[src/rtl/root_scheduler_pkg.sv]
// Shared definitions for the root-engine scheduler: FSM states, operand and result formats,
// and the degree code that the scheduler rejects without starting the engine.
package root_scheduler_pkg;

  typedef enum logic [2:0] {
    ST_IDLE,
    ST_ISSUE,
    ST_WAIT,
    ST_FLUSH,
    ST_RESP
  } state_t;

  localparam int unsigned RAD_W  = 10;
  localparam int unsigned DEG_W  = 3;
  localparam int unsigned FRAC_W = 10;
  localparam int unsigned RES_W  = 2 * FRAC_W;

  localparam logic [RES_W-1:0] ONE     = 20'h00400;
  localparam logic [DEG_W-1:0] DEG_ERR = 3'd0;

endpackage

[src/rtl/rr_arbiter.sv]
// Round-robin arbiter: combinational one-hot grant starting at the pointer, with the pointer
// advancing past the winner whenever a grant is taken.
module rr_arbiter #(
  parameter int unsigned N_REQ = 4,
  parameter int unsigned ID_W  = 2
) (
  input  logic             clk,
  input  logic             rst,
  input  logic             en,
  input  logic [N_REQ-1:0] req_valid,
  output logic [N_REQ-1:0] grant,
  output logic [ID_W-1:0]  grant_id
);

  localparam logic [ID_W:0]   NUM  = (ID_W + 1)'(N_REQ);
  localparam logic [ID_W-1:0] LAST = ID_W'(N_REQ - 1);

  logic [ID_W-1:0] ptr;
  logic [ID_W:0]   idx;
  logic            found;

  // Scan N_REQ slots starting at ptr; idx wraps by a single subtraction.
  always_comb begin
    grant    = '0;
    grant_id = '0;
    found    = 1'b0;
    idx      = '0;
    for (int unsigned i = 0; i < N_REQ; i++) begin
      idx = {1'b0, ptr} + (ID_W + 1)'(i);
      if (idx >= NUM) idx = idx - NUM;
      if (!found && req_valid[idx[ID_W-1:0]]) begin
        found                  = 1'b1;
        grant[idx[ID_W-1:0]]   = 1'b1;
        grant_id               = idx[ID_W-1:0];
      end
    end
  end

  always_ff @(posedge clk or posedge rst) begin
    if (rst) begin
      ptr <= '0;
    end else if (en && found) begin
      ptr <= (grant_id == LAST) ? '0 : grant_id + 1'b1;
    end
  end

endmodule

[src/rtl/root_scheduler.sv]
// Shares one n-th-root engine between N_REQ requesters: round-robin grant, single job in flight,
// watchdog-guarded wait with engine flush, and a tagged valid/ready response.
module root_scheduler
  import root_scheduler_pkg::*;
#(
  parameter int unsigned N_REQ   = 4,
  parameter int unsigned ID_W    = 2,
  parameter int unsigned TIMEOUT = 1023,
  parameter int unsigned TO_W    = 10
) (
  input  logic                   clk,
  input  logic                   rst,
  input  logic [N_REQ-1:0]       req_valid,
  output logic [N_REQ-1:0]       req_ready,
  input  logic [RAD_W*N_REQ-1:0] req_radicand,
  input  logic [DEG_W*N_REQ-1:0] req_degree,
  output logic                   rsp_valid,
  input  logic                   rsp_ready,
  output logic [ID_W-1:0]        rsp_id,
  output logic [RES_W-1:0]       rsp_data,
  output logic                   rsp_err,
  output logic                   eng_in_valid,
  output logic [RAD_W-1:0]       eng_in_data_1,
  output logic [DEG_W-1:0]       eng_in_data_2,
  output logic                   eng_rst_n,
  input  logic                   eng_out_valid,
  input  logic [RES_W-1:0]       eng_out_data
);

  localparam logic [TO_W-1:0] WD_LAST = TO_W'(TIMEOUT - 1);

  state_t           state;
  logic [TO_W-1:0]  wd;
  logic [N_REQ-1:0] grant;
  logic [ID_W-1:0]  grant_id;
  logic             in_idle;
  logic             xfer;
  logic [RAD_W-1:0] rad_sel;
  logic [DEG_W-1:0] deg_sel;

  assign in_idle   = (state == ST_IDLE);
  assign xfer      = in_idle && (|grant);
  assign req_ready = in_idle ? grant : '0;

  rr_arbiter #(
    .N_REQ (N_REQ),
    .ID_W  (ID_W)
  ) u_arb (
    .clk       (clk),
    .rst       (rst),
    .en        (in_idle),
    .req_valid (req_valid),
    .grant     (grant),
    .grant_id  (grant_id)
  );

  always_comb begin
    rad_sel = '0;
    deg_sel = '0;
    for (int unsigned i = 0; i < N_REQ; i++) begin
      if (grant[i]) begin
        rad_sel = req_radicand[RAD_W*i +: RAD_W];
        deg_sel = req_degree[DEG_W*i +: DEG_W];
      end
    end
  end

  // Engine operands are only loaded on a new accepted job, so they stay frozen through
  // ISSUE, WAIT and FLUSH.
  always_ff @(posedge clk or posedge rst) begin
    if (rst) begin
      state         <= ST_IDLE;
      wd            <= '0;
      rsp_valid     <= 1'b0;
      rsp_id        <= '0;
      rsp_data      <= '0;
      rsp_err       <= 1'b0;
      eng_in_valid  <= 1'b0;
      eng_in_data_1 <= '0;
      eng_in_data_2 <= '0;
      eng_rst_n     <= 1'b0;
    end else begin
      eng_in_valid <= 1'b0;
      eng_rst_n    <= 1'b1;
      unique case (state)
        ST_IDLE: begin
          if (xfer) begin
            rsp_id <= grant_id;
            if (deg_sel == DEG_ERR) begin
              rsp_data  <= '0;
              rsp_err   <= 1'b1;
              rsp_valid <= 1'b1;
              state     <= ST_RESP;
            end else begin
              eng_in_data_1 <= rad_sel;
              eng_in_data_2 <= deg_sel;
              eng_in_valid  <= 1'b1;
              state         <= ST_ISSUE;
            end
          end
        end
        ST_ISSUE: begin
          wd    <= '0;
          state <= ST_WAIT;
        end
        ST_WAIT: begin
          // A result arriving on the final watchdog cycle still beats the flush.
          if (eng_out_valid) begin
            rsp_data  <= eng_out_data;
            rsp_err   <= 1'b0;
            rsp_valid <= 1'b1;
            state     <= ST_RESP;
          end else if (wd == WD_LAST) begin
            eng_rst_n <= 1'b0;
            state     <= ST_FLUSH;
          end else begin
            wd <= wd + 1'b1;
          end
        end
        ST_FLUSH: begin
          rsp_data  <= '0;
          rsp_err   <= 1'b1;
          rsp_valid <= 1'b1;
          state     <= ST_RESP;
        end
        ST_RESP: begin
          if (rsp_ready) begin
            rsp_valid <= 1'b0;
            state     <= ST_IDLE;
          end
        end
        default: state <= ST_IDLE;
      endcase
    end
  end

endmodule
[config.mk]
export PLATFORM = sky130hd
export DESIGN_NAME = root_scheduler
export DESIGN_NICKNAME = d
export VERILOG_FILES = /design/src/rtl/root_scheduler_pkg.sv /design/src/rtl/rr_arbiter.sv /design/src/rtl/root_scheduler.sv
export SDC_FILE = /design/constraint.sdc
export NUM_CORES = 1
export LEC_CHECK = 0
export BUFFER_PORTS_ARGS = -buffer_cell sky130_fd_sc_hd__buf_4
export CAP_MARGIN = 5
export CORE_ASPECT_RATIO = 0.6
export CORE_MARGIN = 2
export CORE_UTILIZATION = 45
export CTS_CLUSTER_SIZE = 30
export DETAILED_ROUTE_END_ITERATION = 8
export PLACE_DENSITY = 0.74
export SLEW_MARGIN = 20
export SYNTH_ARGS = -nofsm -noshare
export SYNTH_HDL_FRONTEND = slang
export SYNTH_SLANG_ARGS = --single-unit
[constraint.sdc]
create_clock -name clk -period 9.8 [get_ports clk]
set_clock_uncertainty 0.1 [all_clocks]
set_input_delay 1.96 -clock clk [delete_from_list [all_inputs] [get_ports clk]]
set_output_delay 1.96 -clock clk [all_outputs]
set_load 0.1 [all_outputs]
==> summary.md, run 1 <==
| Metric | Value |
|---|---|
| Die outline width | `113 µm` |
| Final WL | `8760 µm` |
| GR Layer Usage met3 | `0.0577` |
| Pins over their slew limit | `0` |
| Number of fill cells | `575` |
| Io pins | `123` |
| Register area | `1350 µm²` |
| Resize count post-CTS | `0` |
| Via count | `2,954` |
| Post-synth top cells | `dfrtp_1, o21ai_0, nand2_1` |
| WP data required | `7.74 ns` |
| Number of port buffers | `122` |
| Crit start category | `input pin` |
| Most common cell in the synthesized netlist | `dfrtp_1` |
| Final Hold Fails | `0` |
| Area grow syn2layout | `33.5%` |
| Initial antenna violation count | `0` |
| CP max FO | `16` |
| Die Y-Extent | `69.6 µm` |
| Top FF cell, synth | `dfrtp_1` |
| Setup_tns | `0 ns` |
| CTS tree | `done` |
| GR peak layer | `met2` |
| CTS buffer count | `5` |
| Failing checks | `design-rule violations` |
| Core area | `6790 µm²` |
| Final Wtd Congestion | `0.945` |
| Max Cap Viol | `0` |
| Clk Latency, worst-skew pair | `0.29 ns` |
| GR Util All Layers | `0.222` |
| Crit share post-route | `0.638` |
| Pin slew with the least headroom to its limit | `0.995 ns` |
| Ys async rst share | `1.00` |
| Initial DRC Count | `190` |
| FP Rows | `23` |
| Nets | `518` |
| Critical Path Sink Type | `primary output` |
| GRT overflow | `0` |
| Worst hold path class | `flip-flop to flip-flop` |
| Footprint of the multi-input gates | `1690 µm²` |
| M1 GR Usage | `0.325` |
| Largest net degree at the start of global routing | `55` |
| Finish-stage setup viols | `0` |
| Setup ws final | `3.54 ns` |
| Status | `finished with violations` |
| Leading area contributor after synthesis | `dfrtp_1` |
| Clock sinks | `54` |
| Post-synthesis sequential area ratio | `0.419` |
| Slew headroom | `0.337` |
| H-tree Lvls | `2` |
| Die area | `7880 µm²` |
| Vias in the first global route | `2,847` |
| Synth top area cells | `dfrtp_1, a32o_1, o21ai_0, ha_1, a221oi_1` |
| Clk buf depth | `2` |
| Post-CTS Setup Bufs | `0` |
| Min Tclk post-route | `6.26 ns` |
| Dpl hpwl | `6430 µm` |
| Max Freq | `0.160 GHz` |
| Syn. warnings | `0` |
| Worst EP arrival | `4.20 ns` |
| Post-synth EDFFs | `0` |
| DRT antenna net count | `0` |
| Clock root cell | `clkbuf_16` |
| Vias per std cell | `5.72` |
| CP Class | `input pin to primary output` |
| First-pass detailed-route iteration total | `7` |
| First-pass GRT wire length | `14,300 µm` |
| Cell variety after synth | `55` |
| Initial Util | `0.475` |
| # diodes | `0` |
| Cell area after synthesis | `3220 µm²` |
| Wirelength per Cell | `17.0 µm` |
| Dpl ws | `3.55 ns` |
| Fraction of layout cells with a size suffix above 1 | `0.371` |
| CTS Hold Bufs | `0` |
| Met2 Use GR | `0.334` |
| Worst-path clk slew | `0.07 ns` |
| Drt drc | `12` |
| Syn avg cell area | `10.0 µm²` |
| Mapped Cells | `322` |
| Syn Nets | `412` |
| Synth Register Bits | `54` |
| Share of the synthesized area in the top cell type | `0.419` |
| RSZ-0062 raised after global routing | `no` |
logic make-up (layout without fill, tap and decap cells):
| kind of cell | after synthesis | after routing | synth area share |
|---|---|---|---|
| AOI/OAI and AO/OA | 104 | 104 | 0.248 |
| xor gates and xnor gates | 6 | 6 | 0.0163 |
| adders and majority gates | 10 | 10 | 0.0388 |
| buffers and inverters | 38 | 145 | 0.0555 |
| DFF | 54 | 54 | 0.419 |
| muxes | 19 | 19 | 0.0827 |
| and+or+nand+nor | 91 | 91 | 0.140 |
layout make-up:
class | instances | share of cell area
clock inverter | 3 | 0.0111
timing repair buffer | 123 | 0.215
sequential | 54 | 0.314
inverter | 14 | 0.0122
multi-input combinational | 230 | 0.394
clock buffer | 5 | 0.0291
tap | 87 | 0.0253
metal layers:
layer  wire length [µm]  share of wire  up-vias
li1                   -              -     1415
met1               4020           0.46     1399
met2               3820           0.44      132
met3                831          0.095        8
met4                 90          0.010        0
met5                  0              0        -
sequential cells by signal (all words and copies together) (netlist names):
signal and cells:
eng_in_data_2 3, state 3, rsp_err 1, eng_in_data_1 10, rsp_valid 1, wd 10, u_arb.ptr 2, rsp_data 20
rsp_id 2, eng_rst_n 1, eng_in_valid 1
placed cells by master, fill, tap and decap left out, types with 3 or more instances in the layout:
master,synthesis,final
a211oi_1,3,3
a21oi_1,12,12
a221oi_1,13,13
a32o_1,20,20
buf_4,0,123
clkbuf_16,0,5
dfrtp_1,54,54
ha_1,10,10
inv_1,14,13
mux2_2,7,7
mux2_4,6,6
mux2i_1,3,3
mux4_2,3,3
nand2_1,28,28
nand3_1,5,5
nand4_1,3,3
nor2_1,25,25
nor3_1,6,6
nor3b_1,3,3
o21ai_0,30,30
o22ai_1,3,3
or3_1,4,4
or3b_1,5,5
xor2_1,4,4
through the flow:
stage,hold WS (ns),instances,instance area (µm²),util
2_1_floorplan,0.405,322,3220,-
3_3_place_gp,0.381,508,4130,0.608
3_5_place_dp,0.395,508,4130,0.608
4_1_cts,0.418,516,4300,0.633
5_1_grt,0.426,516,4300,0.633
6_report,0.414,516,4300,0.633
worst max-delay path: stages:
cell and delay (ns):
buf_4 0.14, mux4_2 0.60, a21oi_1 0.20, a22oi_1 0.10
a21oi_1 0.78, nor2_1 0.12, buf_4 0.28
worst paths after layout:
kind	from	cells after the start	slack, ns	endpoint
setup / recovery	req_valid[2]	7	3.54	req_ready[2]
hold / removal	eng_in_data_1[5]$_DFFE_PP0P_	1	0.41	eng_in_data_1[5]$_DFFE_PP0P_
setup reg to reg	u_arb.ptr[0]$_DFFE_PP0P_	10	4.93	eng_in_data_1[8]$_DFFE_PP0P_
hold reg to reg	eng_in_data_1[5]$_DFFE_PP0P_	1	0.41	eng_in_data_1[5]$_DFFE_PP0P_
max in group asynchronous	rst	3	7.40	rsp_data[6]$_DFFE_PP0P_
min in group asynchronous	rst	3	1.76	eng_rst_n$_DFF_PP0_
Power of run 1 is left out: the tool's default activity adds up to more than one toggle a clock period on the data nets, which glitch-free logic cannot reach.
==> inputs of run 2 (changes only) <==
- PLACE_DENSITY: 0.74 -> 0.77
- clock period: 9.8 -> 5.7 ns (I/O delays scaled with it)
==> run 2 against run 1 <==
Against the previous run:
- the flow still finishes with violations (design-rule violations)
- sequential cell count unchanged
- cell area fell by 0.58%
- die area unchanged
- wire length is 6.7% higher
- non-clock buffer count is 1 higher
- cell count stayed put
- critical path depth grew 1
- global-route usage grew 2.0 points
- setup slack got worse by 2.8 ns
- sequential share of layout area rose by 0.18 points
- via count rose by 3.0%
- utilization fell by 0.37 points
- critical path type is now flip-flop to primary output
- critical endpoint is now req_ready[1]
- largest cell class unchanged
==> summary.md, run 2 (synthesized netlist as in run 1, its figures left out) <==
| Metric | Value |
|---|---|
| Number of fill cells | `588 (was 575)` |
| Via count | `3,043 (was 2,954)` |
| RSZ-0062 raised after global routing | `no (unchanged)` |
| Drt drc | `12 (unchanged)` |
| # diodes | `0 (unchanged)` |
| First-pass detailed-route iteration total | `7 (unchanged)` |
| Clock sinks | `54 (unchanged)` |
| Final Hold Fails | `0 (unchanged)` |
| DRT antenna net count | `0 (unchanged)` |
| H-tree Lvls | `2 (unchanged)` |
| Register area | `1350 µm² (unchanged)` |
| Worst path bufs/invs | `2 (unchanged)` |
| Util after Layout | `0.630 (was 0.633)` |
| Initial antenna violation count | `0 (unchanged)` |
| Final Wtd Congestion | `0.947 (was 0.945)` |
| Biggest register | `rsp_data (unchanged)` |
| Initial Util | `0.475 (unchanged)` |
| Post-DP Area | `4140 µm² (was 4130 µm²)` |
| Initial DRC Count | `299 (was 190)` |
| Pin slew with the least headroom to its limit | `0.769 ns (was 0.995 ns)` |
| CP top delay family | `simple AND/OR/NAND/NOR gates (was compound AO/OA/AOI/OAI gates)` |
| Final WL | `9340 µm (was 8760 µm)` |
| Max Freq | `0.201 GHz` |
| Min Tclk post-route | `4.98 ns` |
| Dpl hpwl | `6820 µm (was 6430 µm)` |
| Max FFs per register | `20 (unchanged)` |
| Largest stage delay, worst path | `0.66 ns (was 0.78 ns)` |
| CTS buffer count | `5 (unchanged)` |
| Die area | `7880 µm² (unchanged)` |
| Vias in the first global route | `3,040 (was 2,847)` |
| Area grow syn2layout | `32.7% (was 33.5%)` |
| GR Util All Layers | `0.242 (was 0.222)` |
| Final Cell Area | `4280 µm² (was 4300 µm²)` |
| Die outline width | `113 µm (unchanged)` |
| GRT overflow | `0 (unchanged)` |
| Post-CTS Setup Bufs | `0 (unchanged)` |
| Footprint of the multi-input gates | `1700 µm² (was 1690 µm²)` |
| Clk buf depth | `2 (unchanged)` |
| CP Class | `flip-flop to primary output (was input pin to primary output)` |
| Core area | `6790 µm² (unchanged)` |
| Most common cell after layout, fill and taps aside | `buf_4 (unchanged)` |
| Max Cap Viol | `0 (unchanged)` |
| Critical Path Sink Type | `primary output (unchanged)` |
| CP max FO | `14 (was 16)` |
| Biggest regs | `rsp_data: 20 flops, eng_in_data_1: 10 flops, wd: 10 flops (unchanged)` |
| Largest net degree at the start of global routing | `55 (unchanged)` |
| CTS Hold Bufs | `0 (unchanged)` |
| CTS tree | `done (unchanged)` |
| Pins over their slew limit | `0 (unchanged)` |
| WP data required | `4.46 ns (was 7.74 ns)` |
| First-pass GRT wire length | `15,300 µm (was 14,300 µm)` |
| Crit start category | `flip-flop (was input pin)` |
| Crit share post-route | `0.874` |
| Commonest cells after routing, fill and taps aside | `buf_4, dfrtp_1, o21ai_0 (unchanged)` |
| CP Cell Sequence | `inv_1 -> ha_1 -> or3b_1 -> a2111o_1 -> a21boi_1 -> or2_2 -> nor2b_1 -> buf_4 (was buf_4 -> mux4_2 -> a21oi_1 -> a22oi_1 -> a21oi_1 -> nor2_1 -> buf_4)` |
| Clk Latency, worst-skew pair | `0.28 ns (was 0.29 ns)` |
| Slowest CP cell | `dfrtp_1 (was a21oi_1)` |
| Io pins | `123 (unchanged)` |
| Setup_tns | `0 ns (unchanged)` |
| Vias per std cell | `5.90 (was 5.72)` |
| Worst-path clk slew | `0.07 ns (about the same)` |
| Number of port buffers | `122 (unchanged)` |
| Failing checks | `design-rule violations (unchanged)` |
| Fraction of layout cells with a size suffix above 1 | `0.371 (unchanged)` |
| Resize count post-CTS | `0 (unchanged)` |
| Wirelength per Cell | `18.1 µm (was 17.0 µm)` |
| Status | `finished with violations (unchanged)` |
| Slew headroom | `0.486 (was 0.337)` |
| FP Rows | `23 (unchanged)` |
| Nets | `519 (was 518)` |
| Finish-stage setup viols | `0 (unchanged)` |
| Clock root cell | `clkbuf_16 (unchanged)` |
| Worst hold path class | `flip-flop to flip-flop (unchanged)` |
| Worst EP arrival | `3.74 ns (was 4.20 ns)` |
| Die Y-Extent | `69.6 µm (unchanged)` |
-- run 2: cell types whose count changed in the layout (fill, tap and decap cells not counted), sizes merged --
cell      previous run  this run
buf                123       124
clkinv               1         0
inv                 15        14
clkbuf               5         6
bufinv               1         0
clkinvlp             0         1
-- run 2: final timing paths --
kind / endpoint / slack [ns] / start / depth (start not counted)
worst min register to register: rsp_valid$_DFFE_PP0P_ / 0.40 / rsp_valid$_DFFE_PP0P_ / 2
worst max-delay path: req_ready[1] / 0.72 / u_arb.ptr[0]$_DFFE_PP0P_ / 8
worst max register to register: eng_in_data_1[7]$_DFFE_PP0P_ / 0.87 / u_arb.ptr[0]$_DFFE_PP0P_ / 10
min in group asynchronous: eng_in_data_1[3]$_DFFE_PP0P_ / 0.94 / rst / 3
max in group asynchronous: rsp_data[12]$_DFFE_PP0P_ / 4.10 / rst / 3
worst min-delay path: rsp_valid$_DFFE_PP0P_ / 0.40 / rsp_valid$_DFFE_PP0P_ / 2
-- run 2: metal layers --
layer	global-route usage	vias to the layer above	wire length (µm)
met2	0.372	156	4150
met5	0	-	0
li1	-	1410	-
met4	0.0556	0	86
met3	0.0577	8	884
met1	0.349	1469	4220
-- run 2: worst reg2reg max path, delay by kind of cell (launching register included) --
family,cells,cell delay [ns]
adder cells (fa/ha/maj),1,0.50
AO/OA/AOI/OAI,5,1.88
multiplexers,2,0.86
AND/OR/NAND/NOR,1,0.43
buffers and inverters,1,0.28
flip-flops,1,0.66
-- run 2: through the flow --
step | setup slack (ns) | instances | hold WS [ns]
6_report | 0.717 | 516 | 0.402
4_1_cts | 0.719 | 516 | 0.407
3_5_place_dp | 0.907 | 509 | 0.386
2_1_floorplan | 0.106 | 322 | 0.405
3_3_place_gp | 1.06 | 509 | 0.383
5_1_grt | 0.543 | 516 | 0.438
-- run 2: area by class of cell --
class / count / area share
Sequential cell: 54 / 0.316
Inverter: 14 / 0.0123
Multi-Input combinational cell: 230 / 0.397
Tap cell: 87 / 0.0255
Timing Repair Buffer: 124 / 0.218
Clock inverter: 1 / 0.00176
Clock buffer: 6 / 0.0301
Power of run 2 is left out for the same reason.
